$ cat src/rtl/i2c_byte_writer.sv
// I2C write master: START, 3 bytes + ACK slots, STOP; done pulses 113*Q cycles after accept (fewer on NACK).
// No backpressure: start is taken only in IDLE, ignored while busy or in the DONE cycle.
module i2c_byte_writer #(
    parameter int CLK_HZ = 50_000_000,
    parameter int I2C_HZ = 100_000,
    parameter int N      = 24
) (
    input  logic         clk,
    input  logic         rst_n,
    input  logic         start,
    input  logic [N-1:0] data,
    output logic         done,
    output logic         error,
    output logic         busy,
    output logic         scl,
    output logic         sda_oe,
    input  logic         sda_i
);

    localparam int Q  = CLK_HZ / (4 * I2C_HZ);
    localparam int CW = (Q > 1) ? $clog2(Q) : 1;
    localparam logic [CW-1:0] Q_LAST = CW'(Q - 1);
    localparam logic [CW-1:0] Q_PEN  = CW'(Q - 2);

    typedef enum logic [2:0] {S_IDLE, S_START, S_BITS, S_STOP, S_DONE} state_t;

    state_t         state_q, state_d;
    logic [CW-1:0]  cnt_q, cnt_d;
    logic [1:0]     qtr_q, qtr_d;
    logic [3:0]     slot_q, slot_d;
    logic [1:0]     byte_q, byte_d;
    logic [N-1:0]   shift_q, shift_d;
    logic           error_q, error_d;
    logic           tick;

    assign tick  = (cnt_q == Q_LAST);
    assign busy  = (state_q != S_IDLE);
    assign error = error_q;

    always_comb begin
        state_d = state_q;
        cnt_d   = '0;
        qtr_d   = qtr_q;
        slot_d  = slot_q;
        byte_d  = byte_q;
        shift_d = shift_q;
        error_d = error_q;
        scl     = 1'b1;
        sda_oe  = 1'b0;
        done    = 1'b0;

        if (state_q == S_START || state_q == S_BITS || state_q == S_STOP) begin
            cnt_d = tick ? '0 : cnt_q + CW'(1);
        end

        case (state_q)
            S_IDLE: begin
                if (start) begin
                    state_d = S_START;
                    shift_d = data;
                    error_d = 1'b0;
                    byte_d  = '0;
                    slot_d  = '0;
                    qtr_d   = '0;
                end
            end
            S_START: begin
                scl    = (qtr_q == 2'd0);
                sda_oe = 1'b1;
                if (tick) begin
                    if (qtr_q == 2'd1) begin
                        state_d = S_BITS;
                        qtr_d   = '0;
                    end else begin
                        qtr_d = qtr_q + 2'd1;
                    end
                end
            end
            S_BITS: begin
                scl    = (qtr_q == 2'd1) || (qtr_q == 2'd2);
                sda_oe = (slot_q == 4'd8) ? 1'b0 : ~shift_q[N-1];
                if (tick) begin
                    qtr_d = qtr_q + 2'd1;
                    if (slot_q == 4'd8 && qtr_q == 2'd1 && sda_i) begin
                        error_d = 1'b1;
                    end
                    if (qtr_q == 2'd3) begin
                        if (slot_q != 4'd8) begin
                            shift_d = shift_q << 1;
                            slot_d  = slot_q + 4'd1;
                        end else begin
                            // error_q was set in q1 of this slot if the slave NACKed
                            slot_d = '0;
                            if (error_q || byte_q == 2'd2) begin
                                state_d = S_STOP;
                            end else begin
                                byte_d = byte_q + 2'd1;
                            end
                        end
                    end
                end
            end
            S_STOP: begin
                scl    = (qtr_q != 2'd0);
                sda_oe = (qtr_q != 2'd2);
                // last STOP quarter is one cycle short; the DONE cycle completes it with the same bus levels
                if (qtr_q == 2'd2) begin
                    if (cnt_q == Q_PEN) begin
                        state_d = S_DONE;
                    end
                end else if (tick) begin
                    qtr_d = qtr_q + 2'd1;
                end
            end
            S_DONE: begin
                done    = 1'b1;
                state_d = S_IDLE;
            end
            default: state_d = S_IDLE;
        endcase
    end

    always_ff @(posedge clk or negedge rst_n) begin
        if (!rst_n) begin
            state_q <= S_IDLE;
            cnt_q   <= '0;
            qtr_q   <= '0;
            slot_q  <= '0;
            byte_q  <= '0;
            shift_q <= '0;
            error_q <= 1'b0;
        end else begin
            state_q <= state_d;
            cnt_q   <= cnt_d;
            qtr_q   <= qtr_d;
            slot_q  <= slot_d;
            byte_q  <= byte_d;
            shift_q <= shift_d;
            error_q <= error_d;
        end
    end

endmodule
$ cat config.mk
export PLATFORM = sky130hd
export DESIGN_NAME = i2c_byte_writer
export DESIGN_NICKNAME = d
export VERILOG_FILES = /design/src/rtl/i2c_byte_writer.sv
export SDC_FILE = /design/constraint.sdc
export NUM_CORES = 1
export LEC_CHECK = 0
export ABC_CLOCK_PERIOD_IN_PS = 1900
export CAP_MARGIN = 5
export CORE_MARGIN = 5
export CORE_UTILIZATION = 55
export DETAILED_ROUTE_END_ITERATION = 6
export GPL_ROUTABILITY_DRIVEN = 0
export PLACE_DENSITY = 0.87
export SLEW_MARGIN = 20
export SYNTH_ARGS = -nofsm -noshare
export SYNTH_HDL_FRONTEND = slang
export SYNTH_SLANG_ARGS = --single-unit
$ cat constraint.sdc
create_clock -name clk -period 1.9 [get_ports clk]
set_input_delay 0.38 -clock clk [delete_from_list [all_inputs] [get_ports clk]]
set_output_delay 0.38 -clock clk [all_outputs]
set_load 0.1 [all_outputs]
==> results.sh <==
export IMPL_outcome="finished, violations left"
export IMPL_violations="setup timing"
export IMPL_yosysMostFrequentCell="dfrtp_1"
export IMPL_grt_pass1_vias=1865
export IMPL_dp_hpwl_mm=3.83
export IMPL_drive_gt1_frac=0.399
export IMPL_drtAntennaViolNets=0
export IMPL_yosysTopAreaCell="dfrtp_1"
export IMPL_syn_avg_cell_area_um2=11.6
export IMPL_clk_latency_ns=0.30
export IMPL_syn_area_um2=2530
export IMPL_power_density_nw_per_um2=526
export IMPL_clockPowerShare=0.404
export IMPL_cpPeakStageDelay_ns=0.37
export IMPL_pwr_share_seq=0.533
export IMPL_final_core_util=0.738
export IMPL_cts_tree="done"
export IMPL_place_area_um2=3030
export IMPL_worstPathArrival_ns=1.67
export IMPL_crit_path_max_fanout=2
export IMPL_p_sw_uw=344
export IMPL_synth_top_cell_area_share=0.426
export IMPL_rsz0062_at_grt="true"
export IMPL_ff_latch_area_um2=1080
export IMPL_reg2reg_depth=7
export IMPL_antenna_found_initial=0
export IMPL_ys_warnings_count=0
export IMPL_r2r_end="shift_q[14]$_DFFE_PN0P_"
export IMPL_leakagePower_nw=1.50
export IMPL_tightest_slew_ns=0.621
export IMPL_crit_type="reg -> out"
export IMPL_slowest_stage="dfrtp_1"
export IMPL_vias=1835
export IMPL_required_ns=1.52
export IMPL_groute_usage_overall=0.191
export IMPL_maxSlewHeadroom=0.586
export IMPL_wl_mm=5.66
export IMPL_skew_ns=0.00655
export IMPL_peakVddDrop_mv=0.380
export IMPL_synthTopCellsByArea="dfrtp_1 43%, mux2_2 13%, mux2_4 11%"
export IMPL_yosysSeqAreaShare=0.426
export IMPL_p_int_mw=1.37
export IMPL_design_portCount=33
export IMPL_cp_cell_sequence="inv_1, ha_2, and3b_2, nor3_4, a21oi_2, nor2_4, buf_12"
export IMPL_post_route_period_util=1.08
export IMPL_timing_fmax_mhz=489
export IMPL_synth_top_cells_by_count="43 x dfrtp_1, 29 x mux2_2, 19 x mux2_4, 15 x nor2_1, 12 x o21ai_0"
export IMPL_antennaDiodeCount=0
export IMPL_std_cell_rows=24
export IMPL_wire_per_inst_um=17.7
export IMPL_hold_buffers=0
export IMPL_die_w_um=77.8
export IMPL_die_area_um2=6050
export IMPL_drt_first_iter_violations=194
export IMPL_area_delta_synth_final_pct=28.7
export IMPL_start_kind="flop"
export IMPL_p_comb_frac=0.063
export IMPL_cts_num_sinks=43
export IMPL_hold_viol_final=0
export IMPL_hold_ws_ns=0.0837
export IMPL_grt_pass1_wl_mm=9.15
export IMPL_fin_tns_setup_ns=-0.147
export IMPL_clock_root_buffer="clkbuf_8"
export IMPL_synth_edff_count=0
export IMPL_cts_buffers=5
export IMPL_synth_nets=256
export IMPL_drt_pass1_iterations=4
export IMPL_coreArea_um2=4410
export IMPL_drc=0
export IMPL_stdcell_area_um2=3260
export IMPL_synthFlopType="dfrtp_1"
export IMPL_layout_setup_ws_ns=-0.147
export IMPL_finalPower_mw=1.71
export IMPL_synthCells=218
export IMPL_cp_end_kind="output pin"
export IMPL_ys_types=44
export IMPL_nets=306
export IMPL_synthArstFlopShare=1.00
export IMPL_fillers=272
export IMPL_min_path_type="in -> async"
export IMPL_port_buffers=32
export IMPL_clk_pin_slew_ns=0.08
export IMPL_reg2reg_from="qtr_q[0]$_DFFE_PN0P_"
export IMPL_period_minus_slack_ns=2.05
export IMPL_clock_path_buffers=2
export IMPL_start_util=0.573
export IMPL_cap_violations=0
export IMPL_vias_per_cell=5.73
export IMPL_grt_max_degree=29
export IMPL_synth_seq_cells=43
export IMPL_die_h_um=77.8
export IMPL_switching_share=0.201
export IMPL_multiInputGateArea_um2=1410
export IMPL_r2r_slack_ns=0.07
export IMPL_htreeDepth=2
export IMPL_maxSlewViolCount=0
export IMPL_setup_viol=1
export IMPL_grt_overflow_total=0
logic make-up (layout without fill, tap and decap cells):
kind of cell             after synthesis  in the layout  share of synthesized area
AO/OA/AOI/OAI                         30             30                     0.0792
XOR/XNOR                               6              6                     0.0208
adder cells (fa/ha/maj)               10             10                     0.0495
buffers and inverters                 20             70                     0.0460
flip-flops                            43             43                      0.426
multiplexers                          48             48                      0.242
AND/OR/NAND/NOR                       61             61                      0.137
worst max path at each step:
| stage | startpoint | end | cells after the start | slack (ns) |
|---|---|---|---|---|
| floorplan | slot_q[0]$_DFFE_PN0P_ | sda_oe | 6 | -0.03 |
| global placement | start | shift_q[14]$_DFFE_PN0P_ | 6 | -0.11 |
| detailed placement | start | shift_q[23]$_DFFE_PN0P_ | 6 | -0.12 |
| CTS | slot_q[0]$_DFFE_PN0P_ | sda_oe | 7 | -0.10 |
| global route | slot_q[0]$_DFFE_PN0P_ | sda_oe | 7 | -0.19 |
| finish | slot_q[0]$_DFFE_PN0P_ | sda_oe | 7 | -0.15 |
flip-flops by register name, summed over array words and instances, names as in the netlist:
signal	count
qtr_q	2
state_q	3
byte_q	2
cnt_q	7
slot_q	4
shift_q	24
error	1
worst max-delay path, delay by kind of cell, from the launching register on:
kind                     cells  cell delay (ns)
buffers and inverters        2             0.24
AND/OR/NAND/NOR              3             0.51
adder cells (fa/ha/maj)      1             0.17
flip-flops                   1             0.37
AO/OA/AOI/OAI                1             0.07
placed cells by master (no fill, tap or decap), types with 4 or more instances in the layout:
cell type        Yosys  layout
a21oi_1              6       4
o21ai_0             12      11
nor2_1              15      13
nand3_1              8       8
nor3_1               5       4
clkbuf_8             1       5
buf_12               0       8
inv_1               10       8
mux2_2              29      29
nand2_1             11      10
dfrtp_1             43      42
clkdlybuf4s50_1      0      26
mux2_4              19      19
buf_4                0      18
ha_1                10       7
what timing repair did:
| action | CTS | global route |
|---|---|---|
| gates cloned | 0 | 0 |
| gates resized for setup | 6 | 12 |
| setup endpoints to repair | 2 | 5 |
| pin swaps | 5 | 3 |
| setup buffers | 5 | 3 |
through the flow:
step | setup WS [ns] | instances
2_1_floorplan | -0.0333 | 218
3_3_place_gp | -0.109 | 305
3_5_place_dp | -0.124 | 305
4_1_cts | -0.101 | 317
5_1_grt | -0.194 | 320
6_report | -0.147 | 320
cell type report:
class	instances	area share
clock inverters	1	0.00922
inverters	10	0.0115
well taps	52	0.0200
multi-input cells	155	0.434
repair buffers	53	0.172
clock buffers	6	0.0223
flip-flops and latches	43	0.331
power groups by stage:
stage	sequential (mW)	combinational, mW	clock [mW]
floorplan	0.933	0.0275	0
global placement	0.932	0.107	0
detailed placement	0.932	0.109	0
CTS	0.914	0.110	0.700
global route	0.914	0.118	0.742
finish	0.914	0.107	0.692
per-layer routing:
layer  GRT usage  wire length, um  vias up
met1       0.241             2380      893
li1            -                -      872
met5           0                0        -
met4      0.0722              161        0
met3      0.0521              230       19
met2       0.311             2890       51
Note: power is estimated with default switching activity, not from simulation.
